===== src/rtl/gate_vector_sequencer.sv =====
// Exhaustive stimulus sweep and golden-model checker for the NOT/AND/OR/XOR/MUX gate library.
// Optional macro STOP_ON_FAIL_EN: the first mismatch ends the run instead of completing the sweep.
module gate_vector_sequencer #(
  parameter int WIDTH  = 8,
  parameter int SETTLE = 1,
  parameter int ERR_W  = 16
) (
  input  logic               clk,
  input  logic               rst_n,
  input  logic               start,
  input  logic [2:0]         op,
  output logic [WIDTH-1:0]   stim_a,
  output logic [WIDTH-1:0]   stim_b,
  output logic               stim_s,
  input  logic [WIDTH-1:0]   dut_out,
  output logic               busy,
  output logic               done,
  output logic               pass,
  output logic [ERR_W-1:0]   err_cnt,
  output logic [2*WIDTH:0]   first_fail,
  output logic               fail_seen
);

  localparam int VW    = 2 * WIDTH + 1;
  localparam int CNT_W = (SETTLE > 1) ? $clog2(SETTLE) : 1;
  localparam logic [CNT_W-1:0] CNT_LAST = CNT_W'(SETTLE - 1);

  localparam logic [1:0] S_IDLE = 2'd0;
  localparam logic [1:0] S_RUN  = 2'd1;
  localparam logic [1:0] S_DONE = 2'd2;

  localparam logic [2:0] OP_NOT = 3'd0;
  localparam logic [2:0] OP_AND = 3'd1;
  localparam logic [2:0] OP_OR  = 3'd2;
  localparam logic [2:0] OP_XOR = 3'd3;
  localparam logic [2:0] OP_MUX = 3'd4;

  function automatic logic [VW-1:0] last_index(input logic [2:0] o);
    logic [VW-1:0] r;
    r = '1;
    case (o)
      OP_NOT:                 r = {{(VW-WIDTH){1'b0}}, {WIDTH{1'b1}}};
      OP_AND, OP_OR, OP_XOR:  r = {1'b0, {(2*WIDTH){1'b1}}};
      default:                r = '1;
    endcase
    return r;
  endfunction

  function automatic logic [WIDTH-1:0] golden(input logic [2:0] o, input logic [WIDTH-1:0] a,
                                              input logic [WIDTH-1:0] b, input logic s);
    logic [WIDTH-1:0] r;
    r = '0;
    case (o)
      OP_NOT:  r = ~a;
      OP_AND:  r = a & b;
      OP_OR:   r = a | b;
      OP_XOR:  r = a ^ b;
      OP_MUX:  r = s ? b : a;
      default: r = '0;
    endcase
    return r;
  endfunction

  logic [1:0]       state_q, state_d;
  logic [2:0]       op_q, op_d;
  logic [VW-1:0]    v_q, v_d, v_next;
  logic [CNT_W-1:0] cnt_q, cnt_d;
  logic [WIDTH-1:0] a_q, a_d, b_q, b_d;
  logic             s_q, s_d;
  logic             busy_q, busy_d, done_q, done_d, pass_q, pass_d, fs_q, fs_d;
  logic [ERR_W-1:0] err_q, err_d, err_inc;
  logic [VW-1:0]    ff_q, ff_d;
  logic             mismatch, finish;

  assign v_next   = v_q + VW'(1);
  assign mismatch = (dut_out != golden(op_q, a_q, b_q, s_q));
  assign err_inc  = (mismatch && (err_q != '1)) ? err_q + ERR_W'(1) : err_q;

  always_comb begin
    // NOTE: every signal written here gets a default first, so no path can infer a latch.
    state_d = state_q;
    op_d    = op_q;
    v_d     = v_q;
    cnt_d   = cnt_q;
    a_d     = a_q;
    b_d     = b_q;
    s_d     = s_q;
    busy_d  = busy_q;
    done_d  = 1'b0;
    pass_d  = pass_q;
    err_d   = err_q;
    ff_d    = ff_q;
    fs_d    = fs_q;
    finish  = 1'b0;

    case (state_q)
      S_IDLE: begin
        if (start && (op <= OP_MUX)) begin
          op_d    = op;
          v_d     = '0;
          cnt_d   = '0;
          a_d     = '0;
          b_d     = '0;
          s_d     = 1'b0;
          err_d   = '0;
          pass_d  = 1'b0;
          ff_d    = '0;
          fs_d    = 1'b0;
          busy_d  = 1'b1;
          state_d = S_RUN;
        end
      end
      S_RUN: begin
        if (cnt_q == CNT_LAST) begin
          cnt_d = '0;
          err_d = err_inc;
          if (mismatch && !fs_q) begin
            ff_d = v_q;
            fs_d = 1'b1;
          end
`ifdef STOP_ON_FAIL_EN
          finish = mismatch || (v_q == last_index(op_q));
`else
          finish = (v_q == last_index(op_q));
`endif
          if (finish) begin
            state_d = S_DONE;
            busy_d  = 1'b0;
            done_d  = 1'b1;
            pass_d  = (err_inc == '0);
          end else begin
            // Fields unused by the latched op stay 0 even though v carries them.
            v_d = v_next;
            a_d = v_next[WIDTH-1:0];
            b_d = (op_q == OP_NOT) ? '0 : v_next[2*WIDTH-1:WIDTH];
            s_d = (op_q == OP_MUX) ? v_next[2*WIDTH] : 1'b0;
          end
        end else begin
          cnt_d = cnt_q + CNT_W'(1);
        end
      end
      S_DONE:  state_d = S_IDLE;
      default: state_d = S_IDLE;
    endcase
  end

  always_ff @(posedge clk) begin
    // NOTE: state registers use non-blocking assignment so all flops update together at the edge.
    if (!rst_n) begin
      state_q <= S_IDLE;
      op_q    <= '0;
      v_q     <= '0;
      cnt_q   <= '0;
      a_q     <= '0;
      b_q     <= '0;
      s_q     <= 1'b0;
      busy_q  <= 1'b0;
      done_q  <= 1'b0;
      pass_q  <= 1'b0;
      err_q   <= '0;
      ff_q    <= '0;
      fs_q    <= 1'b0;
    end else begin
      state_q <= state_d;
      op_q    <= op_d;
      v_q     <= v_d;
      cnt_q   <= cnt_d;
      a_q     <= a_d;
      b_q     <= b_d;
      s_q     <= s_d;
      busy_q  <= busy_d;
      done_q  <= done_d;
      pass_q  <= pass_d;
      err_q   <= err_d;
      ff_q    <= ff_d;
      fs_q    <= fs_d;
    end
  end

  assign stim_a     = a_q;
  assign stim_b     = b_q;
  assign stim_s     = s_q;
  assign busy       = busy_q;
  assign done       = done_q;
  assign pass       = pass_q;
  assign err_cnt    = err_q;
  assign first_fail = ff_q;
  assign fail_seen  = fs_q;

endmodule


===== config.mk =====
export PLATFORM = sky130hd
export DESIGN_NAME = gate_vector_sequencer
export DESIGN_NICKNAME = d
export VERILOG_FILES = /design/src/rtl/gate_vector_sequencer.sv
export SDC_FILE = /design/constraint.sdc
export NUM_CORES = 1
export LEC_CHECK = 0
export BUFFER_PORTS_ARGS = -buffer_cell sky130_fd_sc_hd__buf_2
export CAP_MARGIN = 0
export CORE_MARGIN = 10
export CORE_UTILIZATION = 25
export CTS_BUF_LIST = sky130_fd_sc_hd__clkbuf_16
export CTS_CLUSTER_SIZE = 40
export DETAILED_ROUTE_END_ITERATION = 10
export GPL_ROUTABILITY_DRIVEN = 0
export PLACE_DENSITY_LB_ADDON = 0.3
export SYNTH_ARGS = -nofsm -noshare
export SYNTH_HDL_FRONTEND = slang
export SYNTH_SLANG_ARGS = --single-unit

===== constraint.sdc =====
create_clock -name clk -period 4.5 [get_ports clk]
set_clock_uncertainty 0.15 [all_clocks]
set_input_delay 0.9 -clock clk [delete_from_list [all_inputs] [get_ports clk]]
set_output_delay 0.9 -clock clk [all_outputs]
set_load 0.005 [all_outputs]

## Yosys cells after proc, flatten, opt, wreduce, memory -nomap -nowiden

Cells that the tools add are included.

- Flip-flop bits (word level): 77
- Input bits: 14

- Add/sub/neg operators: 3
- $lt $le $gt $ge: 1
- Eq/ne operators: 13
- Muxes and demuxes: 46
- Bitwise operators: 6
- Reduce and logical (&&, ||, !) cells: 17

Operators by type and width:

| cell | count |
|---|---|
| 2-to-1 mux 17 bit | 7 |
| one-hot mux 17 bit (2 select lines) | 3 |
| 2-to-1 mux 8 bit | 7 |
| 2-to-1 mux 16 bit | 3 |
| one-hot mux 8 bit (5 select lines) | 1 |
| one-hot mux 16 bit (2 select lines) | 1 |
| one-hot mux 8 bit (2 select lines) | 2 |
| adder 17 x 1 -> 17 bit (second input constant) | 1 |
| == test 17 bit | 1 |
| adder 16 x 1 -> 16 bit (second input constant) | 1 |
| logical NOT 16 bit | 1 |
| != test 16 bit (second input constant) | 1 |
| 2-to-1 mux 1 bit | 13 |
| AND reduction 4 bit | 3 |
| != test 2 bit (second input constant) | 5 |
| one-hot mux 1 bit (2 select lines) | 5 |
| AND 8 bit | 1 |
| != test 8 bit | 1 |
| inverter 8 bit | 1 |
| bitwise OR 8 bit | 1 |
| XOR 8 bit | 1 |
| == test 3 x 2 -> 1 bit (second input constant) | 2 |
| 2-to-1 mux 2 bit | 3 |
| AND reduction 3 bit | 2 |
| other kinds (14) | 19 |

## Logic depth before layout (Yosys ltp)

- Depth after elaboration: 9
- Mapped depth: 15
- Mapped depth without buffers: 11

## Worst setup path after synthesis

Ideal clock, no wire load.

- Kind: input to register
- From: input dut_out[6]
- To: register ff_q[7] (netlist: first_fail[7])
- Setup time: 0.132 ns
- Data arrival time: 2.675 ns
- Data required time: 4.218 ns
- Slack: 1.542 ns
- Stages on the path: 11
- Path through: xor2_1 or4_4 a211oi_2 a21oi_4 nand2b_4 buf_6 and3_4 buf_6 buf_6 nand2_1 a21oi_1

- Cells in the longest elaborated chain, start to end: 4

RTL lines:

| element | RTL line | RTL |
|---|---|---|
| start, declared | 15 | `input logic [WIDTH-1:0] dut_out,` |
| != test 8 bit | 76 | `assign mismatch = (dut_out != golden(op_q, a_q, b_q, s_q));` |
| logical AND 1 bit | 117 | `if (mismatch && !fs_q) begin` |
| != test 2 bit (no line) | -- |  |
| AND reduction 4 bit (no line) | -- |  |
| end signal, assigned | 161 | `ff_q <= '0;` |
| end signal, assigned | 175 | `ff_q <= ff_d;` |
| end, declared | 72 | `logic [VW-1:0] ff_q, ff_d;` |

Every way passes these cells.
A chain may end at the register's enable or synchronous reset.

## Final worst setup path

- From: register op_q[1]
- To: register err_q[9] (netlist: err_cnt[9])

- Cells in the longest elaborated chain, start to end: 7
- Elaborated cells on any way between the ends: 11
- Those cells by class: eq/ne: 5; mux: 4; reduce/logical: 2

RTL lines:

| element | RTL line | RTL |
|---|---|---|
| start, declared | 65 | `logic [2:0] op_q, op_d;` |
| start signal, assigned | 165 | `op_q <= op_d;` |
| == test 3 bit (tied with other cells) | 53 | `case (o)` |
| one-hot mux 8 bit (5 select lines) * | 53 |  |
| != test 8 bit * | 76 |  |
| logical AND 1 bit * | 77 | `assign err_inc = (mismatch && (err_q != '1)) ? err_q + ERR_W'(1) : err_q;` |
| 2-to-1 mux 16 bit * | 77 |  |
| 2-to-1 mux 16 bit * | 114 | `if (cnt_q == CNT_LAST) begin` |
| one-hot mux 16 bit (2 select lines) * | 96 | `case (state_q)` |
| end signal, assigned | 174 | `err_q <= err_d;` |
| end, declared | 71 | `logic [ERR_W-1:0] err_q, err_d, err_inc;` |

Mark *: on every way between the ends. The rest lies on a longest branch, timed or not. The select of a mux whose other input is x is not followed.

==> impl_metrics.json <==
{
  "outcome": "finished clean",
  "synth_cell_types": 65,
  "drc_errors": 0,
  "switchingPower_uw": 399,
  "grt_util_all_layers": 0.113,
  "swShare": 0.268,
  "dp_hpwl_um": 9890,
  "syn_area_um2": 4460,
  "place_area_um2": 4830,
  "h-tree-depth": 3,
  "r2r_end": "err_cnt[9]$_SDFFE_PN0P_",
  "die_h_um": 154,
  "hold_start": "busy$_SDFFE_PN0P_",
  "io_pins": 68,
  "vdd_ir_drop_max_uv": 162,
  "crit_family": "compound AO/OA/AOI/OAI gates",
  "period_share": 0.755,
  "synth_warnings": 0,
  "start_util": 0.256,
  "fmax_mhz": 294,
  "post-cts-setup-buffers": 0,
  "initialDrtViolationCount": 237,
  "crit_fanout": 14,
  "power_frac_comb": 0.109,
  "synth_edf_count": 0,
  "setup_violations": 0,
  "grt_first_pass_wirelength_um": 22200,
  "multi_input_area_um2": 2720,
  "clk_path_buf_depth": 2,
  "path_class": "flip-flop to flip-flop",
  "numCtsBuffers": 9,
  "cp_slowest_stage_delay_ns": 0.75,
  "p_int_mw": 1.09,
  "critPathSlowestCell": "dfxtp_1",
  "antenna_found_initial": 0,
  "tns_ns": 0,
  "postSynthAreaPerCell_um2": 7.94,
  "min_path_cells": 2,
  "num_rows": 48,
  "tritoncts": "done",
  "antenna_cells": 0,
  "port_buffers": 67,
  "clkSinkCount": 68,
  "vias": 4096,
  "rrSetupSlack_ns": 1.10,
  "grt_pass1_vias": 3896,
  "worst_setup_path_end_kind": "flip-flop",
  "grt_max_degree": 56,
  "slew_headroom": 0.404,
  "clkSlewWorstSetupHoldPaths_ns": 0.06,
  "synth_seq_area_share": 0.305,
  "powerDensity_nw_per_um2": 290,
  "worstPathArrival_ns": 3.48,
  "slew_violations": 0,
  "die_area_um2": 23600,
  "globalRouteOverflowTotal": 0,
  "postRouteAntennaNets": 0,
  "synthFlopType": "dfxtp_1",
  "root_buffer": "clkbuf_16",
  "cts.repair.resized": 0,
  "synthCells": 561,
  "dp_cells": 812,
  "die_width_um": 154,
  "drt-total-wl_um": 13700,
  "cts-hold-fix-buffers": 0,
  "power_frac_clock": 0.473,
  "stdcell_count": 828,
  "n_fill_cell": 1916,
  "timing.rr.start": "op_q[1]$_SDFFE_PN0P_",
  "drive_gt1_frac": 0.177,
  "crit_chain": "mux2i_1 > xor2_1 > or4_4 > a211oi_2 > a21oi_4 > o21ai_2 > nor2_1 > and4_1 > o221a_2",
  "ff_latch_area_um2": 1360,
  "sequentialPowerShare": 0.418,
  "core_area_um2": 17400,
  "critPathRequiredTime_ns": 4.58,
  "drv_cap": 0,
  "p_leak_nw": 2.02,
  "synth_nets": 593,
  "finalNetCount": 630,
  "hold_end": "busy$_SDFFE_PN0P_",
  "syn2layout_area_growth_pct": 15.0,
  "critPathBufInv": 0,
  "firstDrtPassIters": 4,
  "reg2regPathDepth": 9,
  "drt-wirelength-per-cell_um": 16.5,
  "crit_path_start_kind": "flip-flop",
  "power_mw": 1.49,
  "clkLatencyLatePin_ns": 0.34,
  "hold_path.class": "flip-flop to flip-flop",
  "min_period_ns": 3.40,
  "ys_ff_latch": 68,
  "viasPerCell": 4.95,
  "finalHoldViolCount": 0,
  "worst_pin_slew_ns": 0.890,
  "ys_async_sr_fraction": 0,
  "stdcell_area_um2": 5120,
  "rsz0062_at_grt": "no"
}
how the worst max path moves through the flow:
stage	from	endpoint	slack, ns	cells after the start
after CTS	op_q[1]$_SDFFE_PN0P_	err_cnt[9]$_SDFFE_PN0P_	1.11	9
after detailed placement	dut_out[6]	err_cnt[9]$_SDFFE_PN0P_	1.04	9
after global routing	op_q[1]$_SDFFE_PN0P_	err_cnt[13]$_SDFFE_PN0P_	0.78	10
after floorplan	dut_out[6]	first_fail[7]$_SDFFE_PN0P_	1.54	11
after global placement	dut_out[6]	err_cnt[9]$_SDFFE_PN0P_	1.06	9
final	op_q[1]$_SDFFE_PN0P_	err_cnt[9]$_SDFFE_PN0P_	1.10	9
cells by family (layout without fill, tap and decap cells):
| kind of cell | count (synthesis) | count (layout) | share of synthesized area |
|---|---|---|---|
| buffers and inverters | 70 | 112 | 0.0859 |
| muxes | 33 | 33 | 0.0775 |
| adders and majority gates | 18 | 18 | 0.0505 |
| and+or+nand+nor | 223 | 223 | 0.247 |
| DFF | 68 | 68 | 0.305 |
| xor gates and xnor gates | 40 | 40 | 0.0786 |
| AOI/OAI and AO/OA | 109 | 109 | 0.155 |
layout by cell type (no fill, tap or decap), types with 17 or more instances in the layout:
master    n
a21oi_1  48
buf_2    67
dfxtp_1  68
ha_1     18
inv_1    22
mux2i_1  30
nand2_1  52
nand3_1  42
nor2_1   60
o21ai_0  18
xnor2_1  17
xor2_1   23
sequential cells by signal (all words and copies together), names as in the netlist:
register	cells
err_cnt	16
done	1
op_q	3
pass	1
stim_s	1
stim_b	8
fail_seen	1
busy	1
first_fail	17
v_q	17
state_q	2
metrics by stage:
stage / utilization / hold slack (ns) / setup WS [ns]
4_1_cts: 0.294 / 0.318 / 1.11
6_report: 0.294 / 0.313 / 1.10
3_3_place_gp: 0.277 / 0.295 / 1.06
5_1_grt: 0.294 / 0.332 / 0.778
3_5_place_dp: 0.277 / 0.309 / 1.04
2_1_floorplan: - / 0.303 / 1.54
power groups by stage:
stage	Clock [mW]	Combinational, mW	Sequential, mW
floorplan	0	0.128	0.627
global placement	0	0.162	0.634
detailed placement	0	0.163	0.634
CTS	0.722	0.163	0.621
global route	0.746	0.179	0.622
finish	0.704	0.162	0.621
worst min-delay path, stage by stage, from the launching register on:
cell	delay, ns
dfxtp_1	0.31
nand2_1	0.05
a21oi_1	0.05
cell type report:
class	instances	share of cell area
repair buffers	74	0.0757
flip-flops and latches	68	0.266
clock inverters	7	0.0132
clock buffers	9	0.0440
well taps	225	0.0549
inverters	22	0.0161
multi-input cells	423	0.530
per-layer routing:
layer / vias up / track usage / share of wire
met5: - / 0 / 0
met4: 0 / 0.0355 / 0.015
met3: 14 / 0.0374 / 0.068
met2: 94 / 0.175 / 0.45
met1: 1945 / 0.146 / 0.46
li1: 2043 / - / -
Yosys cell counts (all sizes together) (2+ instances only):
library cell | number | area share
mux2 | 2 | 0.0051
nand2b | 3 | 0.0059
clkbuf | 22 | 0.021
or4 | 5 | 0.0093
o21a | 5 | 0.0084
o211a | 2 | 0.0045
nand4 | 13 | 0.018
xnor2 | 17 | 0.033
mux2i | 30 | 0.067
xor2 | 23 | 0.045
or3 | 3 | 0.0042
or2 | 2 | 0.0028
nand2 | 52 | 0.044
a211oi | 3 | 0.0062
nor3 | 12 | 0.013
and3 | 11 | 0.017
a311oi | 4 | 0.0079
inv | 22 | 0.019
a22oi | 2 | 0.0034
dfxtp | 68 | 0.31
nand3 | 44 | 0.052
nor3b | 5 | 0.0084
buf | 25 | 0.044
and4 | 4 | 0.0079
nor2 | 60 | 0.051
a31oi | 7 | 0.0098
o21ai | 21 | 0.025
o211ai | 2 | 0.0045
nor2b | 3 | 0.0042
ha | 18 | 0.051
a21oi | 49 | 0.058
and2 | 3 | 0.0042
(Power assumes the default switching activity.)
